--- src/rtl/iir_biquad_cascade.sv ---
// Time-multiplexed cascade of N_SEC DF-I biquads sharing one MAC; one sample per valid/ready handshake.
// Latency 6*N_SEC+1 cycles (bypass: 1); in_ready is low from accept until the result has been presented.
module iir_biquad_cascade #(
   parameter int WD_DATA = 24,
   parameter int WD_COEF = 18,
   parameter int FRAC    = 16,
   parameter int N_SEC   = 4,
   parameter int WD_ACC  = WD_DATA + WD_COEF + 3
) (
   input  logic                          clk,
   input  logic                          reset,
   input  logic                          in_valid,
   output logic                          in_ready,
   input  logic signed [WD_DATA-1:0]     in_data,
   input  logic                          bypass,
   input  logic                          clear_state,
   input  logic                          coef_we,
   input  logic [$clog2(5*N_SEC)-1:0]    coef_addr,
   input  logic signed [WD_COEF-1:0]     coef_data,
   output logic                          coef_drop,
   output logic                          out_valid,
   output logic signed [WD_DATA-1:0]     out_data
);

   localparam int WA     = $clog2(5*N_SEC);
   localparam int N_COEF = 5*N_SEC;
   localparam int WS     = (N_SEC > 1) ? $clog2(N_SEC) : 1;
   localparam int WP     = WD_DATA + WD_COEF;

   localparam logic signed [WD_COEF-1:0] B0_ONE = WD_COEF'(1 << FRAC);
   localparam logic signed [WD_ACC-1:0]  HALF   = WD_ACC'(1 << (FRAC-1));
   localparam logic signed [WD_DATA-1:0] D_MAX  = {1'b0, {(WD_DATA-1){1'b1}}};
   localparam logic signed [WD_DATA-1:0] D_MIN  = {1'b1, {(WD_DATA-1){1'b0}}};
   localparam logic [WS-1:0]             LAST   = WS'(N_SEC-1);

   typedef enum logic [2:0] {IDLE, MAC, WRAP, DONE, BYP} state_t;

   state_t                     state, state_nxt;
   logic [2:0]                 k;
   logic [WS-1:0]              sec;
   logic signed [WD_ACC-1:0]   acc;
   logic signed [WD_DATA-1:0]  x_cur;
   logic                       rdy;

   logic signed [WD_COEF-1:0]  coef [N_COEF];
   logic signed [WD_DATA-1:0]  x1 [N_SEC];
   logic signed [WD_DATA-1:0]  x2 [N_SEC];
   logic signed [WD_DATA-1:0]  y1 [N_SEC];
   logic signed [WD_DATA-1:0]  y2 [N_SEC];

   logic                       accept, coef_wr, coef_bad, last_sec;
   logic [WA-1:0]              cidx;
   logic signed [WD_DATA-1:0]  op;
   logic signed [WD_COEF-1:0]  cf;
   logic signed [WP-1:0]       prod;
   logic signed [WD_ACC-1:0]   prod_ext, rnd, shf;
   logic signed [WD_DATA-1:0]  r_sat;
   logic                       ovf;

   assign in_ready = rdy;
   assign accept   = in_valid & rdy;
   assign last_sec = (sec == LAST);
   assign coef_wr  = coef_we && (state == IDLE) && ({1'b0, coef_addr} < (WA+1)'(N_COEF));
   assign coef_bad = coef_we && (state != IDLE);
   assign cidx     = WA'(int'(sec) * 5 + int'(k));

   // Operand mux: k selects x, x1, x2, y1, y2 of the current section.
   always_comb begin
      op = '0;
      case (k)
         3'd0:    op = x_cur;
         3'd1:    op = x1[sec];
         3'd2:    op = x2[sec];
         3'd3:    op = y1[sec];
         3'd4:    op = y2[sec];
         default: op = '0;
      endcase
   end

   assign cf       = coef[cidx];
   assign prod     = cf * op;
   assign prod_ext = WD_ACC'(prod);
   assign rnd      = acc + HALF;
   assign shf      = rnd >>> FRAC;
   assign ovf      = (shf[WD_ACC-1:WD_DATA-1] != {(WD_ACC-WD_DATA+1){shf[WD_ACC-1]}});
   assign r_sat    = ovf ? (shf[WD_ACC-1] ? D_MIN : D_MAX) : shf[WD_DATA-1:0];

   always_ff @(posedge clk or posedge reset) begin
      if (reset) state <= IDLE;
      else       state <= state_nxt;
   end

   always_comb begin
      state_nxt = state;
      case (state)
         IDLE:    if (accept) state_nxt = bypass ? BYP : MAC;
         MAC:     if (k == 3'd4) state_nxt = WRAP;
         WRAP:    state_nxt = last_sec ? DONE : MAC;
         DONE:    state_nxt = IDLE;
         BYP:     state_nxt = IDLE;
         default: state_nxt = IDLE;
      endcase
   end

   always_ff @(posedge clk or posedge reset) begin
      if (reset) begin
         rdy       <= 1'b0;
         out_valid <= 1'b0;
         out_data  <= '0;
         coef_drop <= 1'b0;
         x_cur     <= '0;
         acc       <= '0;
         k         <= '0;
         sec       <= '0;
      end else begin
         rdy       <= (state_nxt == IDLE);
         out_valid <= (state == DONE) || (state == BYP);
         coef_drop <= coef_bad;
         if ((state == DONE) || (state == BYP)) out_data <= x_cur;
         case (state)
            IDLE: if (accept) begin
               x_cur <= in_data;
               acc   <= '0;
               k     <= '0;
               sec   <= '0;
            end
            MAC: begin
               acc <= (k >= 3'd3) ? acc - prod_ext : acc + prod_ext;
               k   <= (k == 3'd4) ? 3'd0 : k + 3'd1;
            end
            WRAP: begin
               // The section result becomes the next section's input, and the final output.
               x_cur <= r_sat;
               acc   <= '0;
               if (!last_sec) sec <= sec + 1'b1;
            end
            default: ;
         endcase
      end
   end

   always_ff @(posedge clk or posedge reset) begin
      if (reset) begin
         for (int i = 0; i < N_SEC; i++) begin
            x1[i] <= '0;
            x2[i] <= '0;
            y1[i] <= '0;
            y2[i] <= '0;
         end
      end else if ((state == IDLE) && clear_state) begin
         for (int i = 0; i < N_SEC; i++) begin
            x1[i] <= '0;
            x2[i] <= '0;
            y1[i] <= '0;
            y2[i] <= '0;
         end
      end else if (state == WRAP) begin
         x2[sec] <= x1[sec];
         x1[sec] <= x_cur;
         y2[sec] <= y1[sec];
         y1[sec] <= r_sat;
      end
   end

   always_ff @(posedge clk or posedge reset) begin
      if (reset) begin
         for (int i = 0; i < N_COEF; i++) coef[i] <= ((i % 5) == 0) ? B0_ONE : '0;
      end else if (coef_wr) begin
         coef[coef_addr] <= coef_data;
      end
   end

endmodule

--- config.mk ---
export PLATFORM = sky130hd
export DESIGN_NAME = iir_biquad_cascade
export DESIGN_NICKNAME = d
export VERILOG_FILES = /design/src/rtl/iir_biquad_cascade.sv
export SDC_FILE = /design/constraint.sdc
export NUM_CORES = 2
export LEC_CHECK = 0
export ABC_CLOCK_PERIOD_IN_PS = 32200
export CORE_MARGIN = 3
export CORE_UTILIZATION = 55
export DETAILED_ROUTE_END_ITERATION = 10
export PLACE_DENSITY = 0.8
export SETUP_SLACK_MARGIN = 0.5
export SYNTH_ARGS = -nofsm -noshare
export SYNTH_HDL_FRONTEND = slang
export SYNTH_SLANG_ARGS = --single-unit
export TNS_END_PERCENT = 5
--- constraint.sdc ---
create_clock -name clk -period 32.2 [get_ports clk]
set_clock_uncertainty 0.2 [all_clocks]
set_input_delay 4.83 -clock clk [delete_from_list [all_inputs] [get_ports clk]]
set_output_delay 4.83 -clock clk [all_outputs]
set_load 0.01 [all_outputs]
==> impl_metrics.yaml <==
status:
  outcome: "completed"
timing:
  worst_pin_slew_ns: 1.23
  worst_hold_slack_ns: 0.279
  slew_viol_final: 0
  fin_crit_ns: 14.12
  period_share: 0.438
  rsz0062_at_grt: "no"
  fmax_mhz: 70.8
  report.final.hold_viol_count: 0
  slew_headroom: 0.175
  finalSetupTns_ns: 0
  setup_viol: 0
logic_synthesis:
  synthFlopType: "dfrtp_1"
  yosysTopAreaCell: "dfrtp_1"
  synth_cells: 4961
  synth_seq_cells: 848
  synth-edff-count: 0
  netlist_top_cells_count: "844 x dfrtp_1, 552 x inv_1, 448 x nand2_1"
  synth_fp_nets: 5607
  syn-cell-area_um2: 56800
  synthDominantCellAreaShare: 0.372
  synth.most_common_cell: "dfrtp_1"
  ys_seq_area_frac: 0.374
  synth.distinct_cells: 91
  ys_async_sr_fraction: 1.00
  yosys_warnings: 0
  synthTopCellsByArea: "dfrtp_1 37%, fa_1 15%, mux4_2 7.8%"
  syn_area_per_cell_um2: 11.5
final_layout:
  drive_gt1_frac: 0.179
  fin_area_um2: 61900
  n_fill_cell: 7890
  nets: 5537
  syn2layout_area_growth_pct: 8.87
  final_cells: 6329
detailed_routing:
  avgRoutedWirePerCell_um: 24.3
  num_vias: 40300
  ant_nets: 0
  drc: 0
  finalWirelength_um: 154000
  drt_pass1_iterations: 6
  drt_iter0_markers: 3819
  vias_per_cell: 6.37
place:
  gp_congestion: 0.944
  placedCellCount: 6174
  port_buffers: 79
  dp_hpwl_um: 104000
  placed_cell_area_um2: 58900
global_routing:
  grt_pass1_vias: 42000
  grt_overflow: 0
  antenna_found_initial: 5
  grt_start_max_net_pins: 192
  grtUsageTotal: 0.291
  grt_pass1_wl_um: 244000
setup_path:
  cp.required_ns: 32.54
  critPathTopFamily: "adder cells"
  worstPathArrival_ns: 14.45
  worst-path-stages: 41
  worstSetupStartpointType: "register"
  cp_common_cell: "fa_1"
  cp_num_buf_inv: 5
  cpMaxStageDelayCell: "ha_4"
  worstSetupPathType: "register to register"
  slowest_delay_ns: 0.89
  r2r_cells: 41
  critical_path.endpoint_type: "register"
  r2r_slack_ns: 18.08
  crit_fanout: 57
hold_path:
  min_path_cells: 2
  min_path_type: "register to register"
clock_tree:
  insertion_delay_ns: 0.65
  cts_root_buf: "clkbuf_16"
  max-clock-path-buffers: 3
  cts_buffers: 83
  clk_pin_slew_ns: 0.06
  post_cts_buffers: 0
  ctsHtreeMaxLevel: 3
  cts_tree: "done"
  cts_sinks: 848
  cts_hold_buf: 0
  post_cts_resized: 0
run:
  drv_cap: 0
die:
  dieArea_um2: 107000
  start_util: 0.556
  die_h_um: 327
  io_pins: 80
  rows: 117
  core_um2: 102000
  die_width_um: 327
routing by layer:
| layer | vias to the layer above | routed length (µm) | global-route usage |
|---|---|---|---|
| li1 | 17100 | - | - |
| met1 | 20900 | 59600 | 0.384 |
| met2 | 1915 | 74100 | 0.472 |
| met3 | 426 | 12500 | 0.0554 |
| met4 | 6 | 7500 | 0.128 |
| met5 | - | 35 | 0 |
tightest hold or removal path, stage by stage (launching register included):
cell	delay [ns]
dfrtp_1	0.34
nand2_1	0.04
o21ai_0	0.06
per-stage QoR:
step                setup slack, ns   util
global route                  17.32  0.605
floorplan                      3.35      -
CTS                           18.16  0.605
finish                        18.08  0.605
detailed placement            18.23  0.577
global placement              18.27  0.577
state kept, by name (all words and copies together), names as in the netlist:
register	count
acc	45
coef	360
coef_drop	1
in_ready	1
k	3
out_data	24
out_valid	1
sec	2
state	3
x1	96
x2	96
x_cur	24
y1	96
y2	96
placed cells by master (no fill, tap or decap), drive strengths merged, types with 9 or more instances in the layout:
cell type and instances:
dfrtp 844, inv 557, nand2 448, fa 428, mux2 391, a22o 387
nor2 226, mux4 196, ha 165, a21oi 136, o21ai 130, clkbuf 116
xnor2 83, buf 83, clkdlybuf4s50 79, nand3 52, xor2 49, and2 47
a22oi 46, a21o 44, mux2i 37, nor2b 35, nor3 33, nand4 27
and3 26, nand2b 22, a211oi 20, clkinv 18, a31oi 17, o21a 16
and4 16, o21bai 15, nor4 14, o211ai 12, or3 12, bufinv 10
o31ai 9
path summary, 6_finish.rpt:
| path | start | to |
|---|---|---|
| worst max-delay path | sec[0] | acc[44] |
| worst min-delay path | y1[71] | y1[71] |
| max in group asynchronous | reset | coef[309] |
| worst min register to register | y1[71] | y1[71] |
| min in group asynchronous | reset | coef[85] |
| worst max register to register | sec[0] | acc[44] |
layout make-up:
type                       instances  area (µm²)  area share
timing repair buffer             162        1440      0.0233
inverter                         553        2080      0.0337
antenna                            2        5.00   0.0000809
multi-input combinational       3243       32500       0.525
clock buffer                     116        2420      0.0392
sequential                       848       21200       0.343
tap                             1368        1710      0.0277
clock inverter                    37         493     0.00797
cell families (layout without fill, tap and decap cells):
group,after synthesis,in the layout,share of synthesized area
adders and majority gates,593,593,0.187
xor gates and xnor gates,132,132,0.0203
and+or+nand+nor,993,993,0.0804
AOI/OAI and AO/OA,901,901,0.118
DFF,848,848,0.374
buffers and inverters,870,868,0.0585
muxes,624,624,0.162
other,0,2,0
Power is left out: the tool's default activity adds up to more than one toggle a clock period on the data nets, which glitch-free logic cannot reach.
